[src/rtl/dds_sweep_ctrl.sv]
// Frequency-sweep sequencer for the CORDIC DDS: steps the phase increment from a
// start to an end value, retuning with SET and holding each step for a dwell time.
module dds_sweep_ctrl #(
  parameter int ADDRESS_WIDTH    = 8,
  parameter int DWELL_WIDTH      = 16,
  parameter int VALUETABEL_DELAY = 10
) (
  input  logic                     CLK,
  input  logic                     RESET,
  input  logic                     start,
  input  logic                     stop,
  input  logic                     loop,
  input  logic [ADDRESS_WIDTH-1:0] step_start,
  input  logic [ADDRESS_WIDTH-1:0] step_end,
  input  logic [ADDRESS_WIDTH-1:0] step_inc,
  input  logic [DWELL_WIDTH-1:0]   dwell_in,
  output logic                     SET,
  output logic [ADDRESS_WIDTH-1:0] step_out,
  output logic                     value_valid,
  output logic                     busy,
  output logic                     done
);

  localparam int SETTLE_W = $clog2(VALUETABEL_DELAY + 1);
  localparam int CNT_W    = (DWELL_WIDTH > SETTLE_W) ? DWELL_WIDTH : SETTLE_W;
  localparam logic [CNT_W-1:0] SETTLE_LAST = CNT_W'(VALUETABEL_DELAY - 1);

  typedef enum logic [2:0] {IDLE, LOAD, SETTLE, DWELL, DONE} state_t;

  state_t                   state_reg;
  logic [ADDRESS_WIDTH-1:0] start_reg;
  logic [ADDRESS_WIDTH-1:0] end_reg;
  logic [ADDRESS_WIDTH-1:0] inc_reg;
  logic [DWELL_WIDTH-1:0]   dwell_reg;
  logic                     loop_reg;
  logic [CNT_W-1:0]         cnt_reg;

  logic [ADDRESS_WIDTH:0]   step_sum;
  logic [ADDRESS_WIDTH-1:0] step_next;
  logic [CNT_W-1:0]         dwell_last;

  // step_out doubles as the current-step register; the extra sum bit catches wrap.
  assign step_sum   = {1'b0, step_out} + {1'b0, inc_reg};
  assign dwell_last = CNT_W'(dwell_reg) - CNT_W'(1);

  always_comb begin
    step_next = step_sum[ADDRESS_WIDTH-1:0];
    if (step_sum[ADDRESS_WIDTH] || (step_sum[ADDRESS_WIDTH-1:0] > end_reg))
      step_next = end_reg;
  end

  always_ff @(posedge CLK or negedge RESET) begin
    if (!RESET) begin
      state_reg   <= IDLE;
      start_reg   <= '0;
      end_reg     <= '0;
      inc_reg     <= '0;
      dwell_reg   <= '0;
      loop_reg    <= 1'b0;
      cnt_reg     <= '0;
      SET         <= 1'b0;
      step_out    <= '0;
      value_valid <= 1'b0;
      busy        <= 1'b0;
      done        <= 1'b0;
    end else if (stop && (state_reg != IDLE)) begin
      state_reg   <= IDLE;
      cnt_reg     <= '0;
      SET         <= 1'b0;
      value_valid <= 1'b0;
      busy        <= 1'b0;
      done        <= 1'b0;
    end else begin
      case (state_reg)
        IDLE: begin
          if (start && !stop) begin
            start_reg <= step_start;
            end_reg   <= step_end;
            inc_reg   <= (step_inc == '0) ? ADDRESS_WIDTH'(1) : step_inc;
            dwell_reg <= (dwell_in == '0) ? DWELL_WIDTH'(1) : dwell_in;
            loop_reg  <= loop;
            step_out  <= step_start;
            SET       <= 1'b1;
            busy      <= 1'b1;
            state_reg <= LOAD;
          end
        end
        LOAD: begin
          SET       <= 1'b0;
          cnt_reg   <= '0;
          state_reg <= SETTLE;
        end
        SETTLE: begin
          if (cnt_reg == SETTLE_LAST) begin
            cnt_reg     <= '0;
            value_valid <= 1'b1;
            state_reg   <= DWELL;
          end else begin
            cnt_reg <= cnt_reg + CNT_W'(1);
          end
        end
        DWELL: begin
          if (cnt_reg == dwell_last) begin
            cnt_reg     <= '0;
            value_valid <= 1'b0;
            // A reversed range lands here on its first step, giving a single-step sweep.
            if (step_out >= end_reg) begin
              done      <= 1'b1;
              busy      <= loop_reg;
              state_reg <= DONE;
            end else begin
              step_out  <= step_next;
              SET       <= 1'b1;
              state_reg <= LOAD;
            end
          end else begin
            cnt_reg <= cnt_reg + CNT_W'(1);
          end
        end
        DONE: begin
          done <= 1'b0;
          if (loop_reg) begin
            step_out  <= start_reg;
            SET       <= 1'b1;
            state_reg <= LOAD;
          end else begin
            state_reg <= IDLE;
          end
        end
        default: state_reg <= IDLE;
      endcase
    end
  end

endmodule

[config.mk]
export PLATFORM = sky130hd
export DESIGN_NAME = dds_sweep_ctrl
export DESIGN_NICKNAME = d
export VERILOG_FILES = /design/src/rtl/dds_sweep_ctrl.sv
export SDC_FILE = /design/constraint.sdc
export NUM_CORES = 1
export LEC_CHECK = 0
export ABC_AREA = 1
export CORE_MARGIN = 1
export CORE_UTILIZATION = 50
export CTS_CLUSTER_DIAMETER = 100
export DETAILED_ROUTE_END_ITERATION = 8
export PLACE_DENSITY = 0.84
export SLEW_MARGIN = 20
export SYNTH_ARGS = -nofsm -noshare
export SYNTH_HDL_FRONTEND = slang
export SYNTH_SLANG_ARGS = --single-unit
[constraint.sdc]
create_clock -name CLK -period 3.1 [get_ports CLK]
set_input_delay 0.62 -clock CLK [delete_from_list [all_inputs] [get_ports CLK]]
set_output_delay 0.62 -clock CLK [all_outputs]
set_load 0.005 [all_outputs]
# Word-level counts from Yosys, hierarchy flattened
# Index checks and enable logic that the tools add are counted.
[word_totals]
register_bits = 72
latchBits = 0
mem_bits_rw = 0
mem_bits_ro = 0
input_bits = 45
output_inout_bits = 12
elab_cells = 92
mem_count = 0
[classes]
add_sub_neg = 3
n_mul = 0
div_mod_pow = 0
order_cmp = 2
eq_ne = 16
n_shift = 0
mux = 37
bitwise_logic = 1
reduce_logical = 21
[ops]
columns = ["operator", "count"]
rows = [
  ["16-bit two-way mux", 4],
  ["8-bit two-way mux", 6],
  ["16-bit case mux with 3 select lines", 1],
  ["8-bit case mux with 3 select lines", 1],
  ["3-bit != test, second input constant", 6],
  ["16-bit by 1-bit adder with 16-bit output, second input constant", 1],
  ["16-bit equality test", 1],
  ["16-bit by 4-bit equality test with 1-bit output, second input constant", 1],
  ["16-bit zero test", 1],
  ["16-bit by 1-bit subtractor with 16-bit output, second input constant", 1],
  ["1-bit two-way mux", 15],
  ["3-bit two-way mux", 5],
  ["3-bit case mux with 5 select lines", 1],
  ["3-bit nonzero test", 5],
  ["3-bit AND reduction", 4],
  ["8-bit by 8-bit adder with 9-bit output", 1],
  ["8-bit greater-or-equal comparator", 1],
  ["8-bit greater-than comparator", 1],
  ["8-bit zero test", 1],
  ["2-bit != test, second input constant", 4],
  ["3-bit by 2-bit equality test with 1-bit output, second input constant", 2],
  ["1-bit case mux with 2 select lines", 3],
  ["6-bit AND reduction", 1],
  ["5-bit AND reduction", 1],
  ["11 further kinds", 12],
]

# Longest topological paths before layout
# Gate-level depths: netlist of run 1.
[logic_depth]
depth_word = 7
mapped_depth = 21
depth_no_buf = 21

# Worst setup path after synthesis of run 1
# No wires, ideal clock.
[synth_path]
kind = "reg2reg"
from = "register step_out[0]"
to = "register step_out[0]"
setup_time_ns = 0.119
arrival_ns = 2.867
required_time_ns = 2.981
setup_slack_ns = 0.113
stages_incl_launch_ff = 19
n_path_buf = 0
synth_period_minus_slack_ns = 2.987
path_cell_list = "dfrtp_1 -> ha_1 -> inv_1 -> fa_1 -> inv_1 -> a21oi_1 -> o21ai_0 -> xor2_1 -> inv_1 -> ha_1 -> nand2_1 -> nor2_1 -> nand4_1 -> nand2_1 -> nand2_1 -> o21ai_0 -> nor2_1 -> nor2_1 -> o21ai_2"
[synth_via]
elab_chain_cells = 7
elab_cells_between_ends = 10
classes_between = "add/sub: 1; order compare: 2; eq/ne: 1; mux: 4; reduce/logical: 2"
[synth_lines]
columns = ["item", "line_no", "rtl"]
rows = [
  ["from (decl)", "18", "output logic [ADDRESS_WIDTH-1:0] step_out,"],
  ["from (signal assigned)", "82", "step_out <= step_start;"],
  ["from (signal assigned)", "112", "step_out <= step_next;"],
  ["from (signal assigned)", "123", "step_out <= start_reg;"],
  ["8-bit by 8-bit adder with 9-bit output", "43", "assign step_sum = {1'b0, step_out} + {1'b0, inc_reg};"],
  ["8-bit greater-than comparator", "48", "if (step_sum[ADDRESS_WIDTH] || (step_sum[ADDRESS_WIDTH-1:0] > end_reg))"],
  ["1-bit logical OR", "48", ""],
  ["8-bit two-way mux", "48", ""],
  ["8-bit two-way mux", "107", "if (step_out >= end_reg) begin"],
  ["8-bit two-way mux", "103", "if (cnt_reg == dwell_last) begin"],
  ["8-bit case mux with 3 select lines", "74", "case (state_reg)"],
]
# Parallel ways exist; a longest one is shown, timed or not. The select of a mux whose other input is x is not followed.
# A chain may end at the register's enable or synchronous reset.

# Worst setup path after layout of run 1
[layout_path]
from = "register inc_reg[0]"
to = "register step_out[4]"
[layout_via]
elab_chain_cells = 7
[layout_lines]
columns = ["item", "line_no", "rtl"]
rows = [
  ["from (decl)", "33", "logic [ADDRESS_WIDTH-1:0] inc_reg;"],
  ["from (signal assigned)", "79", "inc_reg <= (step_inc == '0) ? ADDRESS_WIDTH'(1) : step_inc;"],
  ["8-bit by 8-bit adder with 9-bit output *", "43", ""],
  ["8-bit greater-than comparator", "48", ""],
  ["1-bit logical OR", "48", ""],
  ["8-bit two-way mux *", "48", ""],
  ["8-bit two-way mux *", "107", ""],
  ["8-bit two-way mux *", "103", ""],
  ["8-bit case mux with 3 select lines *", "74", ""],
]
# Every way passes the cells marked *; elsewhere a longest branch is shown, timed or not. The select of a mux whose other input is x is not followed.

==> results of run 1 <==
==> layout make-up <==
type | instances | area (sq um) | share of cell area
clock buffers | 11 | 151 | 0.0251
multi-input cells | 509 | 2800 | 0.464
flip-flops and latches | 72 | 1800 | 0.299
inverters | 105 | 394 | 0.0654
clock inverters | 5 | 55.1 | 0.00913
well taps | 133 | 166 | 0.0276
repair buffers | 68 | 662 | 0.110
==> routing by layer <==
metal,GRT usage,share of wire
met4,0.104,0.024
met5,0,0
met3,0.0513,0.064
met2,0.450,0.47
met1,0.352,0.44
==> per-stage QoR <==
| stage | hold WS [ps] | setup slack [ps] | util |
|---|---|---|---|
| global route | 305 | 7.04 | 0.620 |
| detailed placement | 467 | 12.9 | 0.589 |
| global placement | 464 | 101 | 0.589 |
| CTS | 286 | 78.9 | 0.610 |
| floorplan | 324 | 113 | - |
| finish | 260 | 175 | 0.620 |
==> cell usage in the layout, fill, tap and decap left out, drive strengths merged, types with 5 or more instances in the layout <==
master / count
a21oi: 27
buf: 13
clkbuf: 11
clkdlybuf4s50: 55
dfrtp: 72
ha: 27
inv: 105
nand2: 214
nand3: 43
nand3b: 6
nand4: 13
nor2: 58
nor3: 5
nor4: 9
o21ai: 69
xor2: 23
==> worst max-delay path by stage <==
stage | slack (ps) | depth (start not counted) | endpoint | start
floorplan | 110 | 18 | step_out[0] | step_out[0]
global placement | 100 | 18 | step_out[0] | step_out[0]
detailed placement | 10 | 18 | step_out[0] | step_out[0]
CTS | 80 | 18 | step_out[0] | step_out[0]
global route | 7 | 19 | step_out[7] | inc_reg[0]
finish | 180 | 17 | step_out[4] | inc_reg[0]
==> logic make-up after synthesis <==
group,after synthesis,synth area share
AND/OR/NAND/NOR,350,0.312
AO/OA/AOI/OAI,106,0.118
flip-flops,72,0.360
adder cells (fa/ha/maj),28,0.0716
XOR/XNOR,25,0.0438
buffers and inverters,120,0.0944
==> what timing repair did <==
item,in CTS,in global routing
endpoints found under the setup margin,1,8
gates resized for setup,1,18
hold endpoints to repair,0,0
hold buffers,0,0
cloned,0,0
setup buffers,0,2
pin swaps,0,10
==> power groups by stage <==
stage	registers [mW]	clock network, mW	logic (mW)
finish	1.61	0.787	3.67
global route	1.66	0.840	4.13
CTS	1.59	0.793	3.41
detailed placement	1.60	0	3.36
global placement	1.59	0	3.22
floorplan	1.54	0	2.42
==> impl_summary.log, run 1 <==
[metrics] register bit total from synthesis: 72
[metrics] H-Tree Depth: 3
[metrics] fraction of final layout cells sized beyond drive strength 1: 0.106
[metrics] worst-case register-to-register setup slack: 180 ps
[metrics] top area cells in the synthesized netlist: sky130_fd_sc_hd__dfrtp_1, sky130_fd_sc_hd__nand2_1, sky130_fd_sc_hd__inv_1
[metrics] Total Neg Setup Slack: 0 ps
[metrics] clock network latency to the later pin of the worst-skew pair: 360 ps
[metrics] total global routing track utilization: 0.272
[metrics] reg2reg path depth: 17
[metrics] clock root cell: sky130_fd_sc_hd__clkbuf_8
[metrics] final period utilization: 0.944
[metrics] switching power summed over all nets: 2.91 mW
[metrics] CTS buffer count: 9
[metrics] Slew Viols, Final: 0
[metrics] iteration-0 DRC count of the detailed router: 244
[metrics] Critical Path AT: 3180 ps
[metrics] primary flip-flop cell chosen by synthesis mapping: sky130_fd_sc_hd__dfrtp_1
[metrics] layout overhead on the synthesized area: 20.6%
[metrics] Die Height: 102 um
[metrics] endpoints failing setup: 0
[metrics] final routed wire length divided by cell count: about 14 um
[metrics] post-layout total power: 6.06 mW
[metrics] pin count of the biggest net entering global routing: 48
[metrics] Die X-Extent: 102 um
[metrics] total gr overflow: 0
[metrics] type of the worst min-delay path: primary input to asynchronous set/reset pin
[metrics] placer's final routability congestion estimate: 0.889
[metrics] RR Endpoint: step_out[4]
[metrics] number of vias per cell: 5.32
[metrics] cell taking the most area after synthesis: sky130_fd_sc_hd__dfrtp_1
[metrics] number of filler cells placed in the layout: 867
[metrics] Final Instance Area: 0.00603 sq mm
[metrics] count of pins on the block boundary: 57
[metrics] Pwr per Cell Area: 1010 mW/mm^2
[metrics] CP Max Fanout: 8
[metrics] Clock Sinks: 72
[metrics] largest stage delay on the critical path: 370 ps
[metrics] cell area reported after detailed placement: about 0.0057 sq mm
[metrics] Detailed Routing Iterations Pass 1: 6
[metrics] number of enable flip-flop cells after synthesis: 0
[metrics] LEAKAGE: just over 3 nW
[metrics] Worst Skew: about 11 ps
[metrics] Worst Max-Slew Pin Slew: between 700 and 800 ps
[metrics] Final HPWL DP: 9620 um
[metrics] total wirelength of the detailed-routed design: about 13000 um
[metrics] number of hold-slack violations in the final timing report: 0
[metrics] critical path endpoint category: flop
[metrics] die outline area: 0.0104 sq mm
[metrics] number of nets produced by synthesis: 774
[metrics] TritonCTS clock tree: done
[metrics] internal power: 3.15 mW
[metrics] Synth warnings: 0
[metrics] Setup crit start kind: flop
[metrics] ys async rst share: 1.00
[metrics] CP cell instances: ha_2, inv_1, fa_2, inv_2, a21oi_2, o21ai_2, xor2_1, inv_1, ha_1, nand2_1, nor2_2, nand4_1, nand2_4, buf_6, nand3_1, a21oi_1, o21ai_2
[metrics] status: finished, final reports clean
[metrics] antenna viol nets, final: 0
[metrics] cell class contributing the biggest share of worst-path delay: adder cells
[metrics] most numerous cell in the Yosys netlist: sky130_fd_sc_hd__nand2_1
[metrics] max-cap violation count: 0
[metrics] clock edge transition at the registers on the reported setup and hold paths: ~80 ps
[metrics] Via Count: 4804
[metrics] core box area: 0.00973 sq mm
[metrics] wire length of the first global-routing pass: 22000 um
[metrics] via count of the first global-routing pass: between 4000 and 5000
[metrics] portion of total power attributed to combinational logic: 0.605
[metrics] number of rows created at floorplan: 36
[metrics] Buffers & Inverters on Critical Path: 4
[metrics] synth unique cells: 42
[metrics] number of diodes: 0
[metrics] setup repair after global routing missed its margin: false
[metrics] initial cell density of the core: 0.514
[metrics] number of buffer cells added on primary ports: 56
[metrics] mapped cell area: 0.00500 sq mm
[metrics] most frequent cells after synthesis: sky130_fd_sc_hd__nand2_1, sky130_fd_sc_hd__inv_1, sky130_fd_sc_hd__dfrtp_1, sky130_fd_sc_hd__o21ai_0, sky130_fd_sc_hd__nor2_1
[metrics] kind of critical path: flop to flop
[metrics] detailed-route DRC error count: 0
[metrics] remaining max-slew budget at the tightest pin: 0.523
[metrics] Yosys top cell area share: 0.360
[metrics] peak supply drop: approximately 0.61 mV
[metrics] clock power share: 0.130
[metrics] top achievable clock speed: 342 MHz
[metrics] sequential share of power: 0.265
[metrics] number of standard cells in the layout, taps in and fillers out: around 900
[metrics] number of nets in the layout: around 840
[metrics] post-placement cell count: 885
[metrics] post-synthesis cell count: 701
[metrics] antenna violations before repair: 0
[metrics] final critical path time including I/O delays and setup: between 2000 and 3000 ps
[metrics] switching share of power: 0.481
[metrics] share of the yosys chip area belonging to registers: 0.360
[metrics] cell with the biggest individual delay on the critical path: sky130_fd_sc_hd__dfrtp_1
[metrics] Avg Synthesized Cell Area: 7.13 sq um
[metrics] worst endpoint required time: 3350 ps
[metrics] launching point of the worst reg2reg path: inc_reg[0]
[metrics] clock buffer depth: 2
No activity file was read; power rests on OpenSTA's default activity.
==> run 2, diff against run 1 <==
- RECOVER_POWER: not set -> 25
==> run 2 against run 1 <==
Against the previous run:
- first-iteration DRC count rose by 29%
- sequential cell count did not move
- cell count did not move
- count of clock-buffer cells in the layout did not move
- cell area fell by 0.27%
- clock power barely moved
- wire length rose by 0.29%
- critical path type unchanged
- combinational power barely moved
==> impl_summary.log, run 2 (same netlist as run 1, synthesis figures left out) <==
[metrics] status: finished, final reports clean
[metrics] clock root cell: sky130_fd_sc_hd__clkbuf_8
[metrics] number of buffer cells added on primary ports: 56
[metrics] LEAKAGE: slightly above 3 nW
[metrics] kind of critical path: flop to flop
[metrics] total wirelength of the detailed-routed design: 12900 um
[metrics] setup repair after global routing missed its margin: false
[metrics] initial cell density of the core: 0.514
[metrics] Total Neg Setup Slack: 0 ps
[metrics] Pwr per Cell Area: just over 1000 mW/mm^2
[metrics] wire length on met2: 6040 um
[metrics] iteration-0 DRC count of the detailed router: 314
[metrics] number of nets in the layout: 838
[metrics] Critical Path AT: ~3200 ps
[metrics] max-cap violation count: 0
[metrics] detailed-route DRC error count: 0
[metrics] layout overhead on the synthesized area: 20.3%
[metrics] Final Instance Area: 0.00601 sq mm
[metrics] top achievable clock speed: ~340 MHz
[metrics] hold path endpoint: value_valid
[metrics] Worst Skew: 15.2 ps
[metrics] wire length of the first global-routing pass: 22000 um
[metrics] die outline area: 0.0104 sq mm
[metrics] via count of the first global-routing pass: 4780
[metrics] Slew Viols, Final: 0
[metrics] worst endpoint required time: 3350 ps
[metrics] final period utilization: 0.946
[metrics] total global routing track utilization: 0.272
[metrics] number of rows created at floorplan: 36
[metrics] post-layout total power: 6.06 mW
[metrics] TritonCTS clock tree: done
[metrics] most common library cell in the layout ignoring fill and taps: sky130_fd_sc_hd__nand2_1
[metrics] Final Hold Slack: a little under 500 ps
[metrics] placer's final routability congestion estimate: 0.889
[metrics] clock network latency to the later pin of the worst-skew pair: ~360 ps
[metrics] count of pins on the block boundary: between 50 and 60
[metrics] CTS buffer count: 9
[metrics] CP Max Fanout: 8
[metrics] clock buffer depth: 2
[metrics] peak supply drop: 0.612 mV
[metrics] antenna violations before repair: 0
[metrics] Detailed Routing Iterations Pass 1: 7
[metrics] number of hold-slack violations in the final timing report: 0
[metrics] highest metal layer used by the detailed router: met4
[metrics] clock edge transition at the registers on the reported setup and hold paths: 80 ps
[metrics] wire length on met3: 767 um
[metrics] antenna viol nets, final: 0
[metrics] post-placement setup slack: ~13 ps
[metrics] total area of multi-input combinational cells: 0.00280 sq mm
[metrics] number of filler cells placed in the layout: between 800 and 900
[metrics] startpoint of the most critical hold path: value_valid
[metrics] area taken by flip-flops and latches: 0.00180 sq mm
[metrics] pin count of the biggest net entering global routing: 48
[metrics] reg2reg path depth: 17
[metrics] cell area reported after detailed placement: 0.00573 sq mm
[metrics] final routed wire length divided by cell count: about 14 um
[metrics] number of diodes: 0
[metrics] Clock Sinks: 72
[metrics] most used cells in the layout excluding fill and tap cells: sky130_fd_sc_hd__nand2_1, sky130_fd_sc_hd__inv_1, sky130_fd_sc_hd__dfrtp_1
[metrics] H-Tree Depth: 3
[metrics] remaining max-slew budget at the tightest pin: 0.0596
[metrics] Worst Max-Slew Pin Slew: 1410 ps
[metrics] worst-case register-to-register setup slack: 170 ps
[metrics] type of the worst min-delay path: flop to flop
[metrics] routed metal-1 wirelength: 5770 um
[metrics] Die Height: 102 um
[metrics] fraction of final layout cells sized beyond drive strength 1: 0.105
[metrics] critical path endpoint category: flop
[metrics] launching point of the worst reg2reg path: inc_reg[0]
[metrics] endpoints failing setup: 0
[metrics] RR Endpoint: step_out[4]
[metrics] total gr overflow: 0
[metrics] count of cells along the worst hold path: 2
[metrics] Via Count: a little under 5000
[metrics] final critical path time including I/O delays and setup: 2930 ps
[metrics] Final HPWL DP: 9620 um
[metrics] Setup crit start kind: flop
[metrics] Die X-Extent: 102 um
[metrics] core box area: 0.00973 sq mm
[metrics] number of vias per cell: 5.34
[metrics] crit path setup slack, layout: 167 ps
## run 2: cell types whose count changed in the layout (fill, tap and decap cells not counted), sizes merged
cell    previous run  this run
buf               13        11
clkbuf            11        13
## run 2: metal layers
layer | global-route usage | up-vias
met5 | 0 | -
met4 | 0.104 | 0
met3 | 0.0513 | 28
met2 | 0.450 | 168
met1 | 0.352 | 2255
li1 | - | 2371
## run 2: final cells by class
| cell class | count | share of cell area |
|---|---|---|
| timing repair buffer | 68 | 0.107 |
| clock inverter | 5 | 0.00916 |
| inverter | 105 | 0.0656 |
| multi-input combinational | 509 | 0.465 |
| clock buffer | 11 | 0.0252 |
| tap | 133 | 0.0277 |
| sequential | 72 | 0.300 |
## run 2: worst max-delay path, stage by stage, from the launching register on
cell and delay [ps]:
sky130_fd_sc_hd__dfrtp_1 370, sky130_fd_sc_hd__ha_2 180, sky130_fd_sc_hd__inv_1 50, sky130_fd_sc_hd__fa_2 370
sky130_fd_sc_hd__inv_2 70, sky130_fd_sc_hd__a21oi_2 50, sky130_fd_sc_hd__o21ai_2 170, sky130_fd_sc_hd__xor2_1 200
sky130_fd_sc_hd__inv_1 70, sky130_fd_sc_hd__ha_1 270, sky130_fd_sc_hd__nand2_1 60, sky130_fd_sc_hd__nor2_2 120
sky130_fd_sc_hd__nand4_1 160, sky130_fd_sc_hd__nand2_4 110, sky130_fd_sc_hd__buf_6 130, sky130_fd_sc_hd__nand3_1 90
sky130_fd_sc_hd__a21oi_1 250, sky130_fd_sc_hd__o21ai_2 90
## run 2: how the worst max path moves through the flow
stage                           start     endpoint  slack, ps  depth (start not counted)
after global routing       inc_reg[0]  step_out[7]          7                         19
after floorplan           step_out[0]  step_out[0]        110                         18
after global placement    step_out[0]  step_out[0]        100                         18
final                      inc_reg[0]  step_out[4]        170                         17
after detailed placement  step_out[0]  step_out[0]         10                         18
after CTS                 step_out[0]  step_out[0]         80                         18
## run 2: per-stage QoR
step                utilization  std cells
floorplan                     -        701
global placement          0.589        885
detailed placement        0.589        885
CTS                       0.610        901
global route              0.618        903
finish                    0.618        903
## run 2: what timing repair did
action / in CTS / in global routing
endpoints found under the setup margin: 1 / 8
resized for setup: 1 / 18
cloned: 0 / 0
setup buffers: 0 / 2
hold buffers: 0 / 0
pin swaps: 0 / 10
## run 2: where the power goes
group / switching, mW / internal, mW
registers: 0.316 / 1.29
clock network: 0.376 / 0.413
logic: 2.23 / 1.44
total: 2.92 / 3.14
